### src/rtl/fft_pkg.sv
// Shared definitions for the FFT frame sequencer: default frame geometry,
// sequencer state encoding and the bit-reversal helper used on unload.
package fft_pkg;

  localparam int FFT_NUMSTAGES  = 5;
  localparam int FFT_NUMSAMPLES = 32;

  localparam logic [2:0] ST_IDLE   = 3'd0;
  localparam logic [2:0] ST_LOAD   = 3'd1;
  localparam logic [2:0] ST_RUN    = 3'd2;
  localparam logic [2:0] ST_GAP    = 3'd3;
  localparam logic [2:0] ST_UNLOAD = 3'd4;
  localparam logic [2:0] ST_DONE   = 3'd5;

  typedef enum logic [2:0] {
    IDLE   = ST_IDLE,
    LOAD   = ST_LOAD,
    RUN    = ST_RUN,
    GAP    = ST_GAP,
    UNLOAD = ST_UNLOAD,
    DONE   = ST_DONE
  } seq_state_e;

  function automatic logic [FFT_NUMSTAGES-1:0] bitrev(input logic [FFT_NUMSTAGES-1:0] v);
    logic [FFT_NUMSTAGES-1:0] r;
    r = '0;
    for (int i = 0; i < FFT_NUMSTAGES; i++) begin
      r[i] = v[FFT_NUMSTAGES-1-i];
    end
    return r;
  endfunction

endpackage

### src/rtl/fft_xfer_counter.sv
// Handshake transfer counter: clears on request, advances once per accepted
// transfer and flags the final index of the frame.
module fft_xfer_counter #(
  parameter int W    = 5,
  parameter int LAST = 31
) (
  input  logic         clk,
  input  logic         rst,
  input  logic         clr,
  input  logic         inc,
  output logic [W-1:0] cnt,
  output logic         last
);

  always_ff @(posedge clk or posedge rst) begin
    if (rst) begin
      cnt <= '0;
    end else if (clr) begin
      cnt <= '0;
    end else if (inc) begin
      cnt <= cnt + 1'b1;
    end
  end

  assign last = (cnt == W'(LAST));

endmodule

### src/rtl/fft_sequencer.sv
// FFT frame sequencer: loads a frame, steps fft_stage_control through every
// stage, then unloads. Build option FFT_BITREV_UNLOAD_EN bit-reverses out_addr.
module fft_sequencer
  import fft_pkg::*;
#(
  parameter int NUMSTAGES  = FFT_NUMSTAGES,
  parameter int NUMSAMPLES = FFT_NUMSAMPLES
) (
  input  logic                 clk,
  input  logic                 rst,
  input  logic                 start,
  input  logic                 in_valid,
  output logic                 in_ready,
  output logic [NUMSTAGES-1:0] in_addr,
  output logic                 ld_data,
  output logic                 en,
  output logic [2:0]           stage_num,
  input  logic                 stage_done,
  output logic                 out_valid,
  input  logic                 out_ready,
  output logic [NUMSTAGES-1:0] out_addr,
  output logic                 busy,
  output logic                 frame_done
);

  localparam logic [2:0] LAST_STAGE = 3'(NUMSTAGES - 1);

  seq_state_e           state;
  seq_state_e           state_nxt;
  logic                 ld_xfer;
  logic                 ul_xfer;
  logic                 stage_hit;
  logic                 ld_last;
  logic                 ul_last;
  logic                 cnt_clr;
  logic [NUMSTAGES-1:0] ld_cnt;
  logic [NUMSTAGES-1:0] ul_cnt;

  // Handshake strobes are decoded from the state register only
  assign in_ready  = (state == LOAD);
  assign out_valid = (state == UNLOAD);
  assign ld_xfer   = in_valid & in_ready;
  assign ul_xfer   = out_valid & out_ready;
  assign stage_hit = (state == RUN) & en & stage_done;
  assign cnt_clr   = (state == IDLE);

  fft_xfer_counter #(
    .W    (NUMSTAGES),
    .LAST (NUMSAMPLES - 1)
  ) u_ld_cnt (
    .clk  (clk),
    .rst  (rst),
    .clr  (cnt_clr),
    .inc  (ld_xfer),
    .cnt  (ld_cnt),
    .last (ld_last)
  );

  fft_xfer_counter #(
    .W    (NUMSTAGES),
    .LAST (NUMSAMPLES - 1)
  ) u_ul_cnt (
    .clk  (clk),
    .rst  (rst),
    .clr  (cnt_clr),
    .inc  (ul_xfer),
    .cnt  (ul_cnt),
    .last (ul_last)
  );

  assign in_addr = ld_cnt;

`ifdef FFT_BITREV_UNLOAD_EN
  assign out_addr = bitrev(ul_cnt);
`else
  assign out_addr = ul_cnt;
`endif

  always_ff @(posedge clk or posedge rst) begin
    if (rst) begin
      state <= IDLE;
    end else begin
      state <= state_nxt;
    end
  end

  always_comb begin
    state_nxt = state;
    case (state)
      IDLE:    if (start) state_nxt = LOAD;
      LOAD:    if (ld_xfer && ld_last) state_nxt = RUN;
      RUN: begin
        if (stage_hit) begin
          state_nxt = (stage_num == LAST_STAGE) ? UNLOAD : GAP;
        end
      end
      GAP:     state_nxt = RUN;
      UNLOAD:  if (ul_xfer && ul_last) state_nxt = DONE;
      DONE:    state_nxt = IDLE;
      default: state_nxt = IDLE;
    endcase
  end

  // Registered outputs follow the state being entered, so they line up with it
  always_ff @(posedge clk or posedge rst) begin
    if (rst) begin
      ld_data    <= 1'b0;
      en         <= 1'b0;
      busy       <= 1'b0;
      frame_done <= 1'b0;
      stage_num  <= 3'd0;
    end else begin
      ld_data    <= (state_nxt == RUN) || (state_nxt == GAP);
      en         <= (state_nxt == RUN);
      busy       <= (state_nxt != IDLE);
      frame_done <= (state_nxt == DONE);
      if (state == IDLE || state == DONE) begin
        stage_num <= 3'd0;
      end else if (stage_hit && stage_num != LAST_STAGE) begin
        stage_num <= stage_num + 3'd1;
      end
    end
  end

endmodule

### config.mk
export PLATFORM = sky130hd
export DESIGN_NAME = fft_sequencer
export DESIGN_NICKNAME = d
export VERILOG_FILES = /design/src/rtl/fft_pkg.sv /design/src/rtl/fft_xfer_counter.sv /design/src/rtl/fft_sequencer.sv
export SDC_FILE = /design/constraint.sdc
export NUM_CORES = 1
export LEC_CHECK = 0
export ABC_AREA = 1
export CAP_MARGIN = 10
export CORE_ASPECT_RATIO = 1.25
export CORE_UTILIZATION = 40
export CTS_CLUSTER_DIAMETER = 40
export DETAILED_ROUTE_END_ITERATION = 8
export HOLD_SLACK_MARGIN = 0.1
export PLACE_DENSITY = 0.72
export SLEW_MARGIN = 40
export SYNTH_ARGS = -nofsm -noshare
export SYNTH_HDL_FRONTEND = slang
export SYNTH_SLANG_ARGS = --single-unit
### constraint.sdc
create_clock -name clk -period 1.3 [get_ports clk]
set_input_delay 0.26 -clock clk [delete_from_list [all_inputs] [get_ports clk]]
set_output_delay 0.26 -clock clk [all_outputs]
set_load 0.1 [all_outputs]
Yosys cells after proc, flatten, opt, wreduce, memory -nomap -nowiden
Index checks and enable logic that the tools add are counted.
Storage, ports and cells
  register bits: 20
  input port bits: 6
  output and inout bits: 19
Operators by class
  $add $sub $neg: 3
  equality and inequality tests: 12
  multiplexer cells: 12
  bitwise logic cells: 4
  reduce and logical (&&, ||, !) cells: 10
Operators by type and width (number)
  3-bit two-way mux: 7
  5-bit two-way mux: 4
  3-bit case mux with 5 select lines: 1
  3-bit by 2-bit == test with 1-bit output, second input constant: 4
  3-bit == test, second input constant: 4
  5-bit by 1-bit adder with 5-bit output, second input constant: 2
  5-bit == test, second input constant: 2
  2-bit nonzero test: 3
  1-bit bitwise AND: 4
  3-bit by 1-bit adder with 3-bit output, second input constant: 1
  3-bit by 1-bit == test with 1-bit output, second input constant: 1
  1-bit logical AND: 3
  3-bit logical NOT: 1
  3-bit != test, second input constant: 1
  3-bit nonzero test: 1
  1-bit logical OR: 2

Longest topological paths before layout
  depth in word-level cells: 7
  mapped depth: 9
  gate-level depth less buffers: 9

Hierarchy
A second synthesis with hierarchy kept.
Second synthesis, totals
  cell total of the unflattened synthesis: 132
  area total of the unflattened synthesis: 1118.6 µm²
Modules (own cells, without submodules)
  fft_sequencer: times used 1, cells each 68, area each 570.5 µm², sequential area each 250.2 µm²
  fft_xfer_counter: times used 2, cells each 32, area each 274.0 µm², sequential area each 125.1 µm²

Worst setup path after synthesis
OpenSTA, ideal clock, no wires.
  path kind: register to register
  start: register u_ld_cnt.cnt[0]
  end: register busy
  arrival time: 2.031 ns
  path slack: -0.850 ns
  stages on the path, launching flop included: 10
  buffers on the path: 0
  clock period less this slack: 2.150 ns
  cells stage by stage: dfrtp_1 -> ha_1 -> inv_1 -> nor3_1 -> ha_1 -> inv_1 -> o21ai_0 -> nand3_1 -> nor2_1 -> nand2_1
Between the ends
  longest elaborated chain between the ends: 5
Ends and longest elaborated chain
  start, declared: RTL line fft_xfer_counter.sv:11  | output logic [W-1:0] cnt,
  start signal, assigned: RTL line fft_xfer_counter.sv:21  | cnt <= cnt + 1'b1;
  5-bit == test: RTL line fft_xfer_counter.sv:25  | assign last = (cnt == W'(LAST));
  1-bit logical AND: RTL line fft_sequencer.sv:91  | LOAD: if (ld_xfer && ld_last) state_nxt = RUN;
  3-bit two-way mux: RTL line fft_sequencer.sv:91
  3-bit case mux with 5 select lines: RTL line fft_sequencer.sv:89  | case (state)
  3-bit nonzero test: RTL line fft_sequencer.sv:115  | busy <= (state_nxt != IDLE);
  end signal, assigned: RTL line fft_sequencer.sv:115
  end, declared: RTL line fft_sequencer.sv:22  | output logic busy,
No other way between the ends.
A chain may end at the register's enable or synchronous reset.

Final worst setup path
  start: register u_ld_cnt.cnt[1]
  end: register busy
Between the ends
  longest elaborated chain between the ends: 5
Ends and longest elaborated chain
  5-bit == test: RTL line fft_xfer_counter.sv:25
  1-bit logical AND: RTL line fft_sequencer.sv:91
  3-bit two-way mux: RTL line fft_sequencer.sv:91
  3-bit case mux with 5 select lines: RTL line fft_sequencer.sv:89
  named net state_nxt[1]: RTL line fft_sequencer.sv:29  | seq_state_e state_nxt;
  3-bit nonzero test: RTL line fft_sequencer.sv:115
The timed path passes the listed nets, and every way through them passes these cells.

==> flow_metrics.tcl <==
set metrics [dict create \
    post-route-period-util_pct 122.8 \
    yosys-top-cells-area "dfrtp_1 48%, nand2_1 8.7%, ha_1 7.2%" \
    synthesis.nets 135 \
    worstPathCellList "ha_4, inv_2, nor3_2, ha_2, nand4_1, nand3_2, nor2_2, nand2_1" \
    yosys.area.top_type_share_pct 48.25 \
    cp.buffers_inverters 1 \
    cp_top_family "simple AND/OR/NAND/NOR gates" \
    wirelength_mm 3.795 \
    start_util_pct 42.30 \
    violations "negative setup slack" \
    fin_ws_ns -0.2963 \
    tns_ns -2.437 \
    ir_drop_mv 1.719 \
    critPathMaxStageDelay_ns 0.52 \
    drtPass1Iterations 4 \
    synth_cell_types 20 \
    cts_buffers 3 \
    synth-edff-count 0 \
    postCtsHoldBufs 0 \
    syn_inst 123 \
    root_buffer "clkbuf_4" \
    core_area_sq_um 2452 \
    status "finished with violations" \
    antenna_cells 0 \
    pre_cts_ws_ns -0.2189 \
    die_y_um 58.94 \
    wl_per_cell_um 17.09 \
    max_freq_mhz 626.4 \
    tightestPinTransition_ns 0.3303 \
    grt_max_degree 21 \
    hpwlAfterDp_mm 2.189 \
    yosysTopAreaCell "dfrtp_1" \
    numPortBuffers 24 \
    grt_util_all_layers_pct 25.24 \
    worst_hold_slack_ns 0.2507 \
    vias_per_cell 5.162 \
    ys_ff_latch 20 \
    gp_congestion 0.8984 \
    setup_violations 20 \
    critPathSlowestCell "dfrtp_4" \
    avgSynthCellArea_sq_um 8.433 \
    drive_gt1_share_pct 64.02 \
    clk_latency_ns 0.32 \
    total_power_mw 2.821 \
    async_reset_ff_share_pct 100.0 \
    rsz0062_at_grt "yes" \
    cap_violations 0 \
    min_period_ns 1.596 \
    cellPowerDensity_nw_per_um2 1304 \
    num_rows 20 \
    timing.critical_path.fanout_max 3 \
    dp.cells 204 \
    num_io_pins 25 \
    yosys_warnings 0 \
    dieArea_sq_um 2802 \
    maxSlewViolCount 0 \
    clockBufferDepth 2 \
    htree_levels 1 \
    antenna_found_initial 0 \
    crit_path_end_kind "register" \
    hold_class "input port to asynchronous set/reset pin" \
    slew_headroom_pct 77.91 \
    seq_area_frac_synth_pct 48.25 \
    cts_tree "yes" \
    cp_data_arrival_time_ns 1.80 \
    n_fill_cell 108 \
    grt_pass1_vias 1125 \
    start_kind "register" \
    cp.required_ns 1.51 \
    clk_pin_slew_worst_paths_ns 0.12 \
    synth_area_sq_um 1037 \
    final_nets 202 \
    fin_cells 222 \
    synth-main-ff-cell "dfrtp_1" \
    p_leak_nw 1.001 \
    ant_nets 0 \
    overflow 0 \
    post-route-drc-count 0 \
    critPathKind "register to register" \
    clock_skew_ns 0.002227 \
    clock-sinks 20 \
    grt_pass1_wl_mm 4.809 \
    hold_viol 0 \
    via_count 1146 \
    dr.first_iter.drc_count 41 \
    layout-area-overhead-vs-synth_pct 108.6 \
    die_x_um 47.55 \
]
==> final timing paths <==
kind                                        startpoint  slack (ns)  cells past startpoint                          end
max                        u_ld_cnt.cnt[1]$_DFFE_PP0P_       -0.30                      8               busy$_DFF_PP0_
min                                                rst        0.25                      3  u_ul_cnt.cnt[1]$_DFFE_PP0P_
max reg2reg                u_ld_cnt.cnt[1]$_DFFE_PP0P_       -0.30                      8               busy$_DFF_PP0_
min reg2reg                   stage_num[2]$_DFFE_PP0P_        0.65                      2     stage_num[2]$_DFFE_PP0P_
max in group asynchronous                          rst        0.82                      3     stage_num[0]$_DFFE_PP0P_
min in group clk              stage_num[2]$_DFFE_PP0P_        0.65                      2     stage_num[2]$_DFFE_PP0P_
==> worst min-delay path, delay by kind of cell <==
kind                   cells  cell delay (ns)
buffers and inverters      3             0.70
==> sequential cells by signal (all words and copies together) (netlist names) <==
name          flops
state             3
u_ul_cnt.cnt      5
frame_done        1
stage_num         3
ld_data           1
busy              1
en                1
u_ld_cnt.cnt      5
==> synthesized netlist by cell type, types with 2 or more instances <==
library cell	number
xor2_1	2
o21ai_0	4
nand2_1	24
inv_1	18
o21ai_1	4
nor2_1	12
nand3_1	15
ha_1	6
nand4_1	5
nor3_1	2
dfrtp_1	20
nor2_4	2
nand2_2	2
==> what timing repair did <==
action | in CTS | in global routing
gates resized for setup | 19 | 31
endpoints found under the hold margin | 0 | 0
pin swaps | 11 | 17
endpoints found under the setup margin | 20 | 29
setup buffers | 10 | 7
==> power breakdown <==
group          internal [mW]  switching, mW
Clock                  0.312          0.207
Combinational          0.616          0.887
Sequential             0.726         0.0727
==> placed cells by master (no fill, tap or decap), types with 2 or more instances in the layout <==
cell type	instances
nand2_1	18
xor2_1	2
nor3_2	2
nor2_4	5
dfrtp_4	8
nand3_1	10
nor2_1	7
ha_4	5
nor2_2	3
clkbuf_4	3
nand4_1	5
nand3_2	4
nand2_2	4
buf_6	18
o21ai_2	5
o21ai_1	3
clkdlybuf4s50_1	5
nand2_4	4
inv_1	11
buf_4	20
dfrtp_2	7
inv_4	3
dfrtp_1	5
inv_2	5
buf_12	19
==> metal layers <==
| layer | GRT usage, % | wire (um) | vias to the layer above |
|---|---|---|---|
| li1 | - | - | 532 |
| met1 | 25.70 | 1320 | 559 |
| met2 | 47.36 | 2170 | 40 |
| met3 | 3.067 | 117 | 15 |
| met4 | 12.70 | 187 | 0 |
| met5 | 0 | 0 | - |
==> metrics by stage <==
| step | cell area, sq um | utilization (%) |
|---|---|---|
| after floorplan | 1167 | - |
| after global placement | 1819 | 74.18 |
| after detailed placement | 1819 | 74.18 |
| after CTS | 2016 | 82.19 |
| after global routing | 2163 | 88.21 |
| final | 2163 | 88.21 |
==> cell families after synthesis <==
kind of cell | count (synthesis) | share of synthesized area [%]
and+or+nand+nor | 65 | 29.92
DFF | 20 | 48.25
buffers and inverters | 19 | 6.875
AOI/OAI and AO/OA | 10 | 5.187
adders and majority gates | 6 | 7.237
xor gates and xnor gates | 3 | 2.534
==> area by class of cell <==
type	count	area [sq um]	share of cell area [%]
sequential	20	539.3	24.93
tap	33	41.29	1.909
inverter	19	78.83	3.644
clock buffer	3	22.52	1.041
clock inverter	1	30.03	1.388
timing repair buffer	62	783.3	36.21
multi-input combinational	84	668.1	30.88
Note: power is estimated with default switching activity, not from simulation.
